<file path="config.mk">
export PLATFORM = sky130hd
export DESIGN_NAME = system_pio_input_debounce
export DESIGN_NICKNAME = d
export VERILOG_FILES = /design/src/rtl/system_pio_input_debounce.sv
export SDC_FILE = /design/constraint.sdc
export NUM_CORES = 1
export LEC_CHECK = 0
export ABC_AREA = 1
export BUFFER_PORTS_ARGS = -buffer_cell sky130_fd_sc_hd__buf_2
export CORE_AREA = 2 2 105 107
export DETAILED_ROUTE_END_ITERATION = 7
export DIE_AREA = 0 0 107 109
export HOLD_SLACK_MARGIN = 0.15
export PLACE_DENSITY = 0.69
export SYNTH_ARGS = -nofsm -noshare
export SYNTH_HDL_FRONTEND = slang
export SYNTH_SLANG_ARGS = --single-unit
</file>
<file path="constraint.sdc">
create_clock -name clk -period 3.1 [get_ports clk]
set_input_delay 0.31 -clock clk [delete_from_list [all_inputs] [get_ports clk]]
set_output_delay 0.31 -clock clk [all_outputs]
set_load 0.05 [all_outputs]
</file>
<file path="src/rtl/system_pio_input_debounce.sv">
// Input conditioner for the edge-capturing PIO: two-flop synchronizer, prescaled
// sample tick and per-bit stability counters, with one-cycle rise/fall/changed strobes.
module system_pio_input_debounce #(
    parameter int WIDTH        = 8,
    parameter int PRESCALE     = 50000,
    parameter int STABLE_COUNT = 16
) (
    input  logic             clk,
    input  logic             reset_n,
    input  logic [WIDTH-1:0] raw_in,
    input  logic             bypass,
    output logic [WIDTH-1:0] debounced,
    output logic [WIDTH-1:0] rise_pulse,
    output logic [WIDTH-1:0] fall_pulse,
    output logic             changed
);

    localparam int CNT_W = $clog2(STABLE_COUNT + 1);
    localparam int PRE_W = (PRESCALE > 1) ? $clog2(PRESCALE) : 1;
    localparam logic [PRE_W-1:0] PRE_LAST = PRE_W'(PRESCALE - 1);
    localparam logic [CNT_W-1:0] CNT_LAST = CNT_W'(STABLE_COUNT - 1);

    logic [WIDTH-1:0] sync_p0;
    logic [WIDTH-1:0] sync_p1;
    logic [PRE_W-1:0] pre_cnt;
    logic             tick;
    logic [CNT_W-1:0] cnt     [WIDTH];
    logic [CNT_W-1:0] cnt_nxt [WIDTH];
    logic [WIDTH-1:0] deb_nxt;
    logic [WIDTH-1:0] rise_nxt;
    logic [WIDTH-1:0] fall_nxt;

    // Stage p0/p1: metastability synchronizer
    always_ff @(posedge clk or negedge reset_n) begin
        if (!reset_n) begin
            sync_p0 <= '0;
            sync_p1 <= '0;
        end else begin
            sync_p0 <= raw_in;
            sync_p1 <= sync_p0;
        end
    end

    // With PRESCALE=1 the counter sits at 0 == PRE_LAST, so tick is constantly high.
    assign tick = (pre_cnt == PRE_LAST);

    always_ff @(posedge clk or negedge reset_n) begin
        if (!reset_n) begin
            pre_cnt <= '0;
        end else if (tick) begin
            pre_cnt <= '0;
        end else begin
            pre_cnt <= pre_cnt + 1'b1;
        end
    end

    // Qualification: any cycle back at the accepted level restarts the count.
    always_comb begin
        deb_nxt = debounced;
        for (int i = 0; i < WIDTH; i++) begin
            cnt_nxt[i] = '0;
            if (bypass) begin
                deb_nxt[i] = sync_p1[i];
            end else if (sync_p1[i] != debounced[i]) begin
                if (!tick) begin
                    cnt_nxt[i] = cnt[i];
                end else if (cnt[i] == CNT_LAST) begin
                    deb_nxt[i] = sync_p1[i];
                end else begin
                    cnt_nxt[i] = cnt[i] + 1'b1;
                end
            end
        end
        rise_nxt = deb_nxt & ~debounced;
        fall_nxt = ~deb_nxt & debounced;
    end

    // Output stage: level and strobes update on the same edge
    always_ff @(posedge clk or negedge reset_n) begin
        if (!reset_n) begin
            debounced  <= '0;
            rise_pulse <= '0;
            fall_pulse <= '0;
            changed    <= 1'b0;
            for (int i = 0; i < WIDTH; i++) begin
                cnt[i] <= '0;
            end
        end else begin
            debounced  <= deb_nxt;
            rise_pulse <= rise_nxt;
            fall_pulse <= fall_nxt;
            changed    <= |(rise_nxt | fall_nxt);
            for (int i = 0; i < WIDTH; i++) begin
                cnt[i] <= cnt_nxt[i];
            end
        end
    end

endmodule

</file>
======== Word-level counts from Yosys, hierarchy flattened ========
Cells that the tools add are included.
storage, ports and cells
  bits in registers ....................... 97
  logic and storage cells ................. 120
operators by class
  $add $sub $neg .......................... 9
  equal/unequal tests ..................... 25
  multiplexer cells ....................... 65
  bitwise gates (word level) .............. 5
  reductions and logical operators ........ 1
operators by type and width
  operator               number
  $mux 5                 32
  $add 5x1->5 const B    8
  $eq 5x4->1 const B     8
  $mux 1                 32
  $ne 3x3->1 const B     8
  $add 16x1->16 const B  1
  $and 8x8->8            2
  $eq 16x16->1 const B   1
  $mux 16                1
  $not 8->8              2
  $ne 1x1->1             8
  $or 8x8->8             1
  $reduce_or 8->1        1

======== Depth between registers and ports, before layout ========
Gate-level depths: netlist (run 1).
  depth in word-level cells ............... 9
  depth in mapped cells ................... 14

======== Worst setup path after synthesis (run 1) ========
No wires, ideal clock.
  path kind ............................... register to register
  start ................................... reg pre_cnt[0]
  end ..................................... reg changed
  library setup time ...................... 127 ps
  arrival time ............................ 1,939 ps
  data required time ...................... 2,973 ps
  slack ................................... 1,034 ps
  stages on the path, launching flop included .. 13
  path buffers ............................ 1
  cell sequence ........................... dfrtp_1 ha_1 nand3_1 nor2_2 nand2_4 nand2_4 buf_8 nand3_1 nand2_2 inv_2 ha_1 nand4_1 or2_2
on the way
  word-level cells in the longest chain between the ends .. 8
RTL lines
  element                 RTL line  text
  start, declared         25        logic [PRE_W-1:0] pre_cnt;
  start signal, assigned  53        pre_cnt <= pre_cnt + 1'b1;
  $eq 16x16->1 (*)        45        assign tick = (pre_cnt == PRE_LAST);
  $mux 1 (*)              65        if (!tick) begin
  $mux 1 (*)              64        end else if (sync_p1[i] != debounced[i]) begin
  $mux 1 (*)              62        if (bypass) begin
  named net deb_nxt[2]    29        logic [WIDTH-1:0] deb_nxt;
  $not 8->8               75        fall_nxt = ~deb_nxt & debounced;
  $and 8x8->8             75
  $or 8x8->8 (*)          92        changed <= |(rise_nxt | fall_nxt);
  $reduce_or 8->1 (*)     92
  end signal, assigned    92
  end, declared           15        output logic changed
Mark *: on every way through the listed nets, which the timed path passes. The rest lies on a longest branch.
A chain may end at the register's enable or synchronous reset.

======== Worst setup path after layout (run 1) ========
Ends and elaborated chain as after synthesis.

==> report_table.html, run 1 <==
<table>
<tr><th>Metric</th><th>Value</th></tr>
<tr><th colspan="2">STA</th></tr>
<tr><td>RSZ-0062 raised after global routing</td><td>no</td></tr>
<tr><td>Fraction of the cycle the final worst path needs</td><td>~73%</td></tr>
<tr><td>Setup skew after layout</td><td>0.00861 ns</td></tr>
<tr><td>Period minus WS final</td><td>2.25 ns</td></tr>
<tr><td>Slew at the pin with the worst max-slew slack</td><td>0.829 ns</td></tr>
<tr><td>Number of max-slew violations in the final report</td><td>0</td></tr>
<tr><td>Final setup violation count</td><td>0</td></tr>
<tr><td>Number of endpoints with negative hold slack in the final report</td><td>0</td></tr>
<tr><td>Relative max-transition margin</td><td>44.7%</td></tr>
<tr><td>Setup TNS after final layout</td><td>0 ns</td></tr>
<tr><td>Fmax</td><td>444 MHz</td></tr>
<tr><th colspan="2">Setup path</th></tr>
<tr><td>Largest fanout on the critical path</td><td>4</td></tr>
<tr><td>Startpoint type of the worst setup path</td><td>flip-flop</td></tr>
<tr><td>Type of element capturing the critical path</td><td>flip-flop</td></tr>
<tr><td>Worst Setup Path Type</td><td>flip-flop to flip-flop</td></tr>
<tr><td>Required time of the critical path</td><td>roughly 3.4 ns</td></tr>
<tr><td>Data arrival time of the critical path</td><td>around 2.5 ns</td></tr>
<tr><th colspan="2">Global route</th></tr>
<tr><td>Global route total overflow</td><td>0</td></tr>
<tr><td>Global-route wire length before repair</td><td>15.5 mm</td></tr>
<tr><td>Overall track demand over capacity in global routing</td><td>17.0%</td></tr>
<tr><td>Maximum number of pins on one net before global-route repair</td><td>67</td></tr>
<tr><td>Vias in the first global route</td><td>between 3000 and 4000</td></tr>
<tr><td>Antenna violations before repair</td><td>0</td></tr>
<tr><th colspan="2">Clocking</th></tr>
<tr><td>Buffer levels on the longest clock path</td><td>2</td></tr>
<tr><td>Clock tree root buffer cell</td><td>sky130_fd_sc_hd__clkbuf_8</td></tr>
<tr><td>Clk sinks</td><td>between 90 and 100</td></tr>
<tr><td>TritonCTS clock tree</td><td>built</td></tr>
<tr><td>H-Tree Level Count</td><td>3</td></tr>
<tr><td>TritonCTS Buffers</td><td>9</td></tr>
<tr><td>Register clock-pin slew on the reported worst setup and hold paths</td><td>0.09 ns</td></tr>
<tr><td>Clock latency at the later pin of the worst-skew pair</td><td>0.36 ns</td></tr>
<tr><th colspan="2">Routing</th></tr>
<tr><td>Via/cell ratio</td><td>4.75</td></tr>
<tr><td>Routed wire length</td><td>8.72 mm</td></tr>
<tr><td>Detailed-routed wire length on met3</td><td>301 um</td></tr>
<tr><td>DRC</td><td>0</td></tr>
<tr><td>Detailed router's first-iteration violation count</td><td>146</td></tr>
<tr><td>Routed length on met1</td><td>4.02 mm</td></tr>
<tr><td>Average wire length per cell after detail routing</td><td>12.0 um</td></tr>
<tr><td>Post-detailed-route count of antenna-violating nets</td><td>0</td></tr>
<tr><td>Vias</td><td>3461</td></tr>
<tr><td>TritonRoute pass-1 iters</td><td>4</td></tr>
<tr><td>Highest metal layer with signal wires</td><td>met4</td></tr>
<tr><td>DR WL met2</td><td>4.22 mm</td></tr>
<tr><th colspan="2">Logic synthesis</th></tr>
<tr><td>Share of the yosys chip area belonging to registers</td><td>52.2%</td></tr>
<tr><td>Fraction of the mapped netlist area in compound gates</td><td>3.96%</td></tr>
<tr><td>Fraction of synthesized cell area taken by the top area cell type</td><td>between 50% and 60%</td></tr>
<tr><td>Synthesis Warnings</td><td>0</td></tr>
<tr><td>Largest family of logic cells by synthesized area</td><td>simple AND/OR/NAND/NOR gates</td></tr>
<tr><td>Post-synthesis mux area share</td><td>0%</td></tr>
<tr><td>#FFs+latches synth</td><td>97</td></tr>
<tr><td>Number of instances in the synthesized netlist</td><td>532</td></tr>
<tr><td>Share of the synthesized netlist area taken by xor and xnor gates</td><td>under 10%</td></tr>
<tr><td>Synthesized-area fraction occupied by adder cells</td><td>between 6 and 7%</td></tr>
<tr><td>Synth unique cells</td><td>29</td></tr>
<tr><td>Mapped Area</td><td>4650 um^2</td></tr>
<tr><td>Number of nets produced by synthesis</td><td>approximately 570</td></tr>
<tr><td>Synthesized area per cell</td><td>8.73 um^2</td></tr>
<tr><td>Post-synth top area cell</td><td>sky130_fd_sc_hd__dfrtp_1</td></tr>
<tr><td>Dominant cells by area after synthesis</td><td>sky130_fd_sc_hd__dfrtp_1 (52%), sky130_fd_sc_hd__nand2_1 (11%), sky130_fd_sc_hd__ha_1 (6.7%)</td></tr>
<tr><td>Simple-Gate Fraction of Synth Area</td><td>26.5%</td></tr>
<tr><th colspan="2">Pwr</th></tr>
<tr><td>Leakage power</td><td>~0.0029 uW</td></tr>
<tr><td>Total power consumption of the routed design</td><td>2590 uW</td></tr>
<tr><td>IR Drop Worst-Case VDD</td><td>approximately 350 uV</td></tr>
<tr><td>Power per cell area</td><td>491 nW/um^2</td></tr>
<tr><th colspan="2">Die</th></tr>
<tr><td>Placeable Area</td><td>between 10000 and 15000 um^2</td></tr>
<tr><td>Number of placement rows</td><td>38</td></tr>
<tr><td>I/O Pins</td><td>36</td></tr>
<tr><td>Initial Util</td><td>between 40% and 50%</td></tr>
<tr><td>Die Ht</td><td>between 100 and 150 um</td></tr>
<tr><td>Die width</td><td>between 100 and 150 um</td></tr>
<tr><td>DIE AREA</td><td>~12000 um^2</td></tr>
<tr><th colspan="2">Place</th></tr>
<tr><td>Placed Cells</td><td>704</td></tr>
<tr><td>Buffers on Ports</td><td>35</td></tr>
<tr><td>Final weighted congestion of routability-driven global placement</td><td>0.898</td></tr>
<tr><td>Half-perimeter wire length of the detailed placement result</td><td>6.27 mm</td></tr>
<tr><th colspan="2">Cells and area</th></tr>
<tr><td>Antenna diode count</td><td>0</td></tr>
<tr><td>Count of non-filler cells in the finished layout</td><td>729</td></tr>
<tr><td>Ratio of cells with drive above 1 in the final layout</td><td>14.1%</td></tr>
<tr><td>Final Net Count</td><td>620</td></tr>
<tr><td>Area overhead of the layout relative to synthesis</td><td>13.6%</td></tr>
<tr><th colspan="2">Flow run</th></tr>
<tr><td>Number of max-cap violations</td><td>0</td></tr>
<tr><th colspan="2">Status</th></tr>
<tr><td>Outcome</td><td>completed</td></tr>
<tr><th colspan="2">Min path</th></tr>
<tr><td>Tightest Hold Check Type</td><td>input port to flip-flop</td></tr>
</table>
-- critical path, cell delays in order, from the launching register on --
cell,delay [ns]
sky130_fd_sc_hd__dfrtp_1,0.38
sky130_fd_sc_hd__ha_1,0.20
sky130_fd_sc_hd__nand3_1,0.18
sky130_fd_sc_hd__nor2_1,0.30
sky130_fd_sc_hd__nand3_1,0.14
sky130_fd_sc_hd__nand2_1,0.09
sky130_fd_sc_hd__nand2_1,0.05
sky130_fd_sc_hd__nand2_1,0.08
sky130_fd_sc_hd__inv_1,0.06
sky130_fd_sc_hd__ha_1,0.28
sky130_fd_sc_hd__nand4_1,0.09
sky130_fd_sc_hd__or2_2,0.29
-- synthesized netlist by cell type --
cell and number:
sky130_fd_sc_hd__nand2_1 138, sky130_fd_sc_hd__dfrtp_1 97, sky130_fd_sc_hd__inv_1 74, sky130_fd_sc_hd__nor2_1 48, sky130_fd_sc_hd__nand3_1 45, sky130_fd_sc_hd__ha_1 25
sky130_fd_sc_hd__nand4_1 12, sky130_fd_sc_hd__o21ai_0 12, sky130_fd_sc_hd__nand2_2 11, sky130_fd_sc_hd__a21oi_1 10, sky130_fd_sc_hd__xor2_1 9, sky130_fd_sc_hd__nor3_1 8
sky130_fd_sc_hd__inv_2 7, sky130_fd_sc_hd__o211ai_1 6, sky130_fd_sc_hd__xnor2_1 6, sky130_fd_sc_hd__nand2_4 3, sky130_fd_sc_hd__nand3b_1 3, sky130_fd_sc_hd__nor2_2 3
sky130_fd_sc_hd__buf_2 2, sky130_fd_sc_hd__buf_6 2, sky130_fd_sc_hd__nor2_4 2, sky130_fd_sc_hd__o21a_1 2, sky130_fd_sc_hd__a21oi_2 1, sky130_fd_sc_hd__buf_4 1
sky130_fd_sc_hd__buf_8 1, sky130_fd_sc_hd__nand3_2 1, sky130_fd_sc_hd__nor3_2 1, sky130_fd_sc_hd__o21ai_1 1, sky130_fd_sc_hd__or2_2 1
-- worst paths after layout --
kind | start | end | slack [ns] | cells after the start
max reg2reg | pre_cnt[0] | changed | 0.85 | 11
min in group asynchronous | reset_n | sync_p0[4] | 0.58 | 2
max | pre_cnt[0] | changed | 0.85 | 11
max in group asynchronous | reset_n | cnt[33] | 1.84 | 3
min reg2reg | sync_p0[7] | sync_p1[7] | 0.35 | 0
min | bypass | cnt[19] | 0.34 | 4
-- repair_timing --
| action | in CTS | in global routing |
|---|---|---|
| hold endpoints to repair | 73 | 0 |
| resized for setup | 0 | 0 |
| setup buffers | 0 | 0 |
| hold buffers | 9 | 0 |
-- cell type report --
type | instances | area, um^2
multi-input combinational | 348 | 1860
fill | 962 | 5320
sequential | 97 | 2430
tap | 140 | 175
inverter | 81 | 304
clock buffer | 10 | 128
clock inverter | 6 | 82.6
timing repair buffer | 47 | 303
-- sequential cells by signal (all words and copies together), names as in the netlist --
register    count
cnt            40
pre_cnt        16
debounced       8
fall_pulse      8
rise_pulse      8
sync_p0         8
sync_p1         8
changed         1
-- logic make-up after synthesis --
family                   count (synthesis)
AND/OR/NAND/NOR                        276
flip-flops                              97
buffers and inverters                   87
AO/OA/AOI/OAI                           32
adder cells (fa/ha/maj)                 25
XOR/XNOR                                15
-- cell usage in the layout, fill, tap and decap left out, types with 3 or more instances in the layout --
cell / netlist / final
sky130_fd_sc_hd__xnor2_1: 6 / 6
sky130_fd_sc_hd__clkbuf_8: 0 / 9
sky130_fd_sc_hd__dlygate4sd3_1: 0 / 9
sky130_fd_sc_hd__xor2_1: 9 / 9
sky130_fd_sc_hd__o211ai_1: 6 / 6
sky130_fd_sc_hd__buf_4: 1 / 3
sky130_fd_sc_hd__nand2_1: 138 / 138
sky130_fd_sc_hd__inv_1: 74 / 74
sky130_fd_sc_hd__nand4_1: 12 / 12
sky130_fd_sc_hd__clkinv_2: 0 / 3
sky130_fd_sc_hd__nand2_2: 11 / 11
sky130_fd_sc_hd__dfrtp_1: 97 / 97
sky130_fd_sc_hd__buf_2: 2 / 34
sky130_fd_sc_hd__ha_1: 25 / 25
sky130_fd_sc_hd__nand2_4: 3 / 3
sky130_fd_sc_hd__o21ai_0: 12 / 12
sky130_fd_sc_hd__nand3b_1: 3 / 3
sky130_fd_sc_hd__nand3_1: 45 / 45
sky130_fd_sc_hd__a21oi_1: 10 / 10
sky130_fd_sc_hd__inv_2: 7 / 7
sky130_fd_sc_hd__nor2_2: 3 / 3
sky130_fd_sc_hd__nor3_1: 8 / 8
sky130_fd_sc_hd__nor2_1: 48 / 48
-- per-stage QoR --
step                      area [um^2]  setup WS (ns)  hold WS (ns)  utilization, %
after floorplan                  4650           1.03        0.0144               -
after global placement           4980          0.852         0.332            47.0
after detailed placement         4980          0.850         0.335            47.0
after CTS                        5280          0.815         0.324            49.8
after global routing             5280          0.585         0.356            49.8
final                            5280          0.850         0.337            49.8
-- power by group --
part           internal (uW)  switching [uW]
Clock                    451             426
Combinational           94.2             278
Sequential              1310            29.7
Total                   1860             734
-- metal layers --
metal  track usage (%)  vias up
met5                 0        -
li1                  -     1770
met2              29.2       58
met3              4.66       12
met4              6.22        0
met1              20.6     1621
Power figures use the tool's default switching activity.
==> run 2: changes to the inputs <==
--- a/config.mk
+++ b/config.mk
@@ -5,11 +5,11 @@
 export SDC_FILE = /design/constraint.sdc
 export NUM_CORES = 1
 export LEC_CHECK = 0
-export ABC_AREA = 1
+export ABC_AREA = 0
 export BUFFER_PORTS_ARGS = -buffer_cell sky130_fd_sc_hd__buf_2
-export CORE_AREA = 2 2 105 107
+export CORE_AREA = 2 2 103 105
 export DETAILED_ROUTE_END_ITERATION = 7
-export DIE_AREA = 0 0 107 109
+export DIE_AREA = 0 0 105 107
 export HOLD_SLACK_MARGIN = 0.15
 export PLACE_DENSITY = 0.69
 export SYNTH_ARGS = -nofsm -noshare
==> constraint.sdc (replaced) <==
create_clock -name clk -period 2.3 [get_ports clk]
set_input_delay 0.23 -clock clk [delete_from_list [all_inputs] [get_ports clk]]
set_output_delay 0.23 -clock clk [all_outputs]
set_load 0.05 [all_outputs]
==> run 2 against run 1 <==
The flow now finishes with violations (negative setup slack). Non-clock buffer count is 45 higher. Die area is 3.7% lower. First-iteration DRC count rose by 4.1%.
==> report_table.html, run 2 <==
<table>
<tr><th>Metric</th><th>Value</th></tr>
<tr><th colspan="2">Die</th></tr>
<tr><td>Die width</td><td>105 um (-1.9%)</td></tr>
<tr><td>DIE AREA</td><td>11200 um^2 (-3.7%)</td></tr>
<tr><td>Die Ht</td><td>107 um (-1.8%)</td></tr>
<tr><td>Number of placement rows</td><td>37 (-2.6%)</td></tr>
<tr><td>I/O Pins</td><td>36 (unchanged)</td></tr>
<tr><td>Initial Util</td><td>44.0% (+0.21 points)</td></tr>
<tr><td>Placeable Area</td><td>10100 um^2 (-4.8%)</td></tr>
<tr><th colspan="2">STA</th></tr>
<tr><td>Slew at the pin with the worst max-slew slack</td><td>0.500 ns (-0.329 ns)</td></tr>
<tr><td>Period minus WS final</td><td>2.31 ns (+0.0592 ns)</td></tr>
<tr><td>RSZ-0062 raised after global routing</td><td>yes</td></tr>
<tr><td>Fmax</td><td>433 MHz (-2.6%)</td></tr>
<tr><td>Setup skew after layout</td><td>0.0178 ns (+0.00920 ns)</td></tr>
<tr><td>Number of endpoints with negative hold slack in the final report</td><td>0 (unchanged)</td></tr>
<tr><td>Number of max-slew violations in the final report</td><td>0 (unchanged)</td></tr>
<tr><td>Final setup violation count</td><td>1 (+1)</td></tr>
<tr><td>Min setup slack post-route</td><td>-0.00955 ns (-0.859 ns)</td></tr>
<tr><td>Setup TNS after final layout</td><td>-0.00955 ns (-0.00955 ns)</td></tr>
<tr><td>Relative max-transition margin</td><td>66.7% (+22 points)</td></tr>
<tr><td>Fraction of the cycle the final worst path needs</td><td>100% (+28 points)</td></tr>
<tr><td>Final hold slack</td><td>0.312 ns (-0.0244 ns)</td></tr>
<tr><th colspan="2">Cells and area</th></tr>
<tr><td>Fillers</td><td>877 (-8.8%)</td></tr>
<tr><td>Max reg flops</td><td>40 (unchanged)</td></tr>
<tr><td>Most common cell after layout, fill and taps aside</td><td>sky130_fd_sc_hd__dfrtp_1</td></tr>
<tr><td>Most used cells in the layout excluding fill and tap cells</td><td>sky130_fd_sc_hd__dfrtp_1 (97), sky130_fd_sc_hd__buf_4 (46), sky130_fd_sc_hd__buf_2 (34), sky130_fd_sc_hd__nand3_1 (27)</td></tr>
<tr><td>Final Net Count</td><td>513 (-17%)</td></tr>
<tr><td>Ratio of cells with drive above 1 in the final layout</td><td>28.4% (+14 points)</td></tr>
<tr><td>Register name with the most flops</td><td>cnt</td></tr>
<tr><td>Largest registers in the final layout</td><td>cnt x40, pre_cnt x16</td></tr>
<tr><td>Antenna diode count</td><td>0 (unchanged)</td></tr>
<tr><td>Area overhead of the layout relative to synthesis</td><td>23.6%</td></tr>
<tr><th colspan="2">Clocking</th></tr>
<tr><td>Clock latency at the later pin of the worst-skew pair</td><td>0.37 ns (about the same)</td></tr>
<tr><td>H-Tree Level Count</td><td>3 (unchanged)</td></tr>
<tr><td>Register clock-pin slew on the reported worst setup and hold paths</td><td>0.10 ns (about the same)</td></tr>
<tr><td>Clk sinks</td><td>97 (unchanged)</td></tr>
<tr><td>Buffer levels on the longest clock path</td><td>2 (unchanged)</td></tr>
<tr><td>TritonCTS Buffers</td><td>9 (unchanged)</td></tr>
<tr><td>TritonCTS clock tree</td><td>built</td></tr>
<tr><td>Clock tree root buffer cell</td><td>sky130_fd_sc_hd__clkbuf_8</td></tr>
<tr><th colspan="2">Logic synthesis</th></tr>
<tr><td>Number of nets produced by synthesis</td><td>421 (-26%)</td></tr>
<tr><td>Number of instances in the synthesized netlist</td><td>385 (-28%)</td></tr>
<tr><td>#FFs+latches synth</td><td>97 (unchanged)</td></tr>
<tr><td>Post-synth top area cell</td><td>sky130_fd_sc_hd__dfrtp_1</td></tr>
<tr><td>Synth unique cells</td><td>42 (+45%)</td></tr>
<tr><td>Fraction of synthesized cell area taken by the top area cell type</td><td>54.6% (+2.4 points)</td></tr>
<tr><td>Mapped Area</td><td>4440 um^2 (-4.4%)</td></tr>
<tr><td>Share of the yosys chip area belonging to registers</td><td>54.6% (+2.4 points)</td></tr>
<tr><td>Synthesized area per cell</td><td>11.5 um^2 (+32%)</td></tr>
<tr><td>Number of enable-type register cells in the synthesized netlist</td><td>0 (unchanged)</td></tr>
<tr><td>Most frequent cell after synthesis</td><td>sky130_fd_sc_hd__dfrtp_1</td></tr>
<tr><td>Post-synthesis async set-or-reset flop share</td><td>100% (unchanged)</td></tr>
<tr><td>Top cells by count, synth</td><td>sky130_fd_sc_hd__dfrtp_1 (97), sky130_fd_sc_hd__a21oi_1 (27), sky130_fd_sc_hd__nand3_1 (27), sky130_fd_sc_hd__nand2_1 (26)</td></tr>
<tr><td>Synthesis Warnings</td><td>0 (unchanged)</td></tr>
<tr><td>Post-synth top flop</td><td>sky130_fd_sc_hd__dfrtp_1</td></tr>
<tr><td>Dominant cells by area after synthesis</td><td>sky130_fd_sc_hd__dfrtp_1 (55%), sky130_fd_sc_hd__ha_1 (7.0%), sky130_fd_sc_hd__a21oi_1 (3.0%)</td></tr>
<tr><th colspan="2">Routing</th></tr>
<tr><td>Post-detailed-route count of antenna-violating nets</td><td>0 (unchanged)</td></tr>
<tr><td>Via/cell ratio</td><td>5.04 (+6.2%)</td></tr>
<tr><td>Vias</td><td>3115 (-10%)</td></tr>
<tr><td>Detailed router's first-iteration violation count</td><td>152 (+4.1%)</td></tr>
<tr><td>Average wire length per cell after detail routing</td><td>13.3 um (+11%)</td></tr>
<tr><td>Routed wire length</td><td>8.23 mm (-5.6%)</td></tr>
<tr><td>TritonRoute pass-1 iters</td><td>4 (unchanged)</td></tr>
<tr><td>DRC</td><td>0 (unchanged)</td></tr>
<tr><th colspan="2">Setup path</th></tr>
<tr><td>Launching point of the worst reg2reg path</td><td>pre_cnt[7]</td></tr>
<tr><td>Worst reg2reg setup slack</td><td>-0.01 ns (-0.86 ns)</td></tr>
<tr><td>Endpoint of the worst-slack reg-to-reg timing path</td><td>changed</td></tr>
<tr><td>Data arrival time of the critical path</td><td>2.57 ns (+0.06 ns)</td></tr>
<tr><td>Largest fanout on the critical path</td><td>7 (+3)</td></tr>
<tr><td>Depth of the worst register-to-register path</td><td>8 (-3)</td></tr>
<tr><td>Worst Setup Path Type</td><td>flip-flop to flip-flop</td></tr>
<tr><td>Type of element capturing the critical path</td><td>flip-flop</td></tr>
<tr><td>Startpoint type of the worst setup path</td><td>flip-flop</td></tr>
<tr><td>Required time of the critical path</td><td>2.56 ns (-0.80 ns)</td></tr>
<tr><th colspan="2">Pwr</th></tr>
<tr><td>Sequential cell fraction of total power</td><td>55.0% (+3.2 points)</td></tr>
<tr><td>Sw power</td><td>959 uW (+31%)</td></tr>
<tr><td>Internal power</td><td>2310 uW (+25%)</td></tr>
<tr><td>Clock share of power</td><td>32.0% (-1.8 points)</td></tr>
<tr><td>IR Drop Worst-Case VDD</td><td>419 uV (+21%)</td></tr>
<tr><td>Power per cell area</td><td>596 nW/um^2 (+21%)</td></tr>
<tr><td>Comb pwr share</td><td>13.0% (-1.4 points)</td></tr>
<tr><td>Leakage power</td><td>0.00255 uW (-11%)</td></tr>
<tr><td>Net Sw Frac</td><td>29.3% (+1.0 points)</td></tr>
<tr><th colspan="2">Min path</th></tr>
<tr><td>Tightest Hold Check Type</td><td>input port to async pin</td></tr>
<tr><th colspan="2">Global route</th></tr>
<tr><td>Maximum number of pins on one net before global-route repair</td><td>71 (+6.0%)</td></tr>
<tr><td>Antenna violations before repair</td><td>0 (unchanged)</td></tr>
<tr><td>Global-route wire length before repair</td><td>14.4 mm (-7.0%)</td></tr>
<tr><td>Overall track demand over capacity in global routing</td><td>16.0% (-1.0 points)</td></tr>
<tr><td>Vias in the first global route</td><td>3138 (-11%)</td></tr>
<tr><td>Global route total overflow</td><td>0 (unchanged)</td></tr>
<tr><th colspan="2">Status</th></tr>
<tr><td>Outcome</td><td>finished with violations</td></tr>
<tr><td>Violations in the final reports</td><td>negative setup slack</td></tr>
<tr><th colspan="2">Place</th></tr>
<tr><td>Half-perimeter wire length of the detailed placement result</td><td>5.71 mm (-9.0%)</td></tr>
<tr><td>Dpl ws</td><td>-0.125 ns (-0.975 ns)</td></tr>
<tr><td>Final weighted congestion of routability-driven global placement</td><td>0.782 (-13%)</td></tr>
<tr><td>Buffers on Ports</td><td>35 (unchanged)</td></tr>
<tr><th colspan="2">Flow run</th></tr>
<tr><td>Number of max-cap violations</td><td>0 (unchanged)</td></tr>
</table>
==> run 2: cell types whose count changed in the layout (fill, tap and decap cells not counted), moves of 8 or more <==
cell,before,now
sky130_fd_sc_hd__buf_4,3,46
sky130_fd_sc_hd__nand2_2,11,0
sky130_fd_sc_hd__a21oi_1,10,26
sky130_fd_sc_hd__or3_1,0,16
sky130_fd_sc_hd__nand4_1,12,3
sky130_fd_sc_hd__nand3_1,45,27
sky130_fd_sc_hd__nor2_1,48,25
sky130_fd_sc_hd__nor3b_1,0,8
sky130_fd_sc_hd__mux2i_1,0,8
sky130_fd_sc_hd__nand2_1,138,26
sky130_fd_sc_hd__nand2b_1,0,8
sky130_fd_sc_hd__inv_1,74,18
==> run 2: per-layer routing <==
layer	part of all wire, %	wire (um)	GRT usage [%]
met4	1.8	145	7.43
met1	47	3840	20.9
met2	49	4060	26.3
met3	2.2	180	2.37
met5	0	0	0
==> run 2: per-stage QoR <==
| stage | area (um^2) | utilization, % | power, uW | std cells |
|---|---|---|---|---|
| 2_1_floorplan | 4500 | - | 2100 | 385 |
| 3_3_place_gp | 5120 | 50.7 | 2230 | 589 |
| 3_5_place_dp | 5120 | 50.7 | 2240 | 589 |
| 4_1_cts | 5450 | 54.0 | 3320 | 616 |
| 5_1_grt | 5490 | 54.4 | 3430 | 618 |
| 6_report | 5490 | 54.4 | 3270 | 618 |
==> run 2: repair_timing <==
| item | CTS | global route |
|---|---|---|
| endpoints found under the setup margin | 1 | 1 |
| gates resized for setup | 6 | 3 |
| hold endpoints to repair | 35 | 0 |
| buffers inserted | 2 | 2 |
| pin swaps | 3 | 4 |
| hold buffers | 9 | 0 |
==> run 2: cells by family (layout without fill, tap and decap cells) <==
family / after synthesis / in the layout / share of synthesized area [%]
simple gates: 134 / 134 / 16.5
flops: 97 / 97 / 54.6
compound gates: 65 / 65 / 10.6
buf+inv: 29 / 126 / 3.13
fa+ha+maj: 25 / 25 / 7.04
xor+xnor: 19 / 19 / 3.75
mux: 16 / 16 / 4.34
==> run 2: critical path, stage by stage, from the launching register on <==
cell	delay, ns
sky130_fd_sc_hd__dfrtp_1	0.42
sky130_fd_sc_hd__nor4b_4	0.29
sky130_fd_sc_hd__and4_4	0.33
sky130_fd_sc_hd__buf_12	0.15
sky130_fd_sc_hd__a21oi_4	0.06
sky130_fd_sc_hd__mux2_4	0.34
sky130_fd_sc_hd__ha_4	0.26
sky130_fd_sc_hd__nand4_1	0.12
sky130_fd_sc_hd__or2_4	0.25
==> run 2: area by class of cell <==
| cell class | instances | area [um^2] | share of cell area [%] |
|---|---|---|---|
| clock inverters | 6 | 61.3 | 1.12 |
| well taps | 136 | 170 | 3.10 |
| flip-flops and latches | 97 | 2430 | 44.2 |
| inverters | 18 | 67.6 | 1.23 |
| repair buffers | 92 | 661 | 12.0 |
| clock buffers | 10 | 128 | 2.32 |
| multi-input cells | 259 | 1980 | 36.0 |
==> run 2: worst max path at each step <==
stage,startpoint,to,slack [ns],depth (start not counted)
finish,pre_cnt[7],changed,-0.01,8
CTS,pre_cnt[0],changed,-0.05,9
global placement,pre_cnt[0],changed,-0.08,9
detailed placement,pre_cnt[0],changed,-0.12,9
global route,pre_cnt[7],changed,-0.12,8
floorplan,pre_cnt[0],changed,0.01,9
==> run 2: power by group through the flow <==
stage / clock network [uW] / registers (uW) / logic, uW
after floorplan: 0 / 1980 / 114
after global placement: 0 / 1830 / 401
after detailed placement: 0 / 1830 / 404
after CTS: 1100 / 1800 / 426
after global routing: 1160 / 1810 / 461
final: 1050 / 1800 / 425
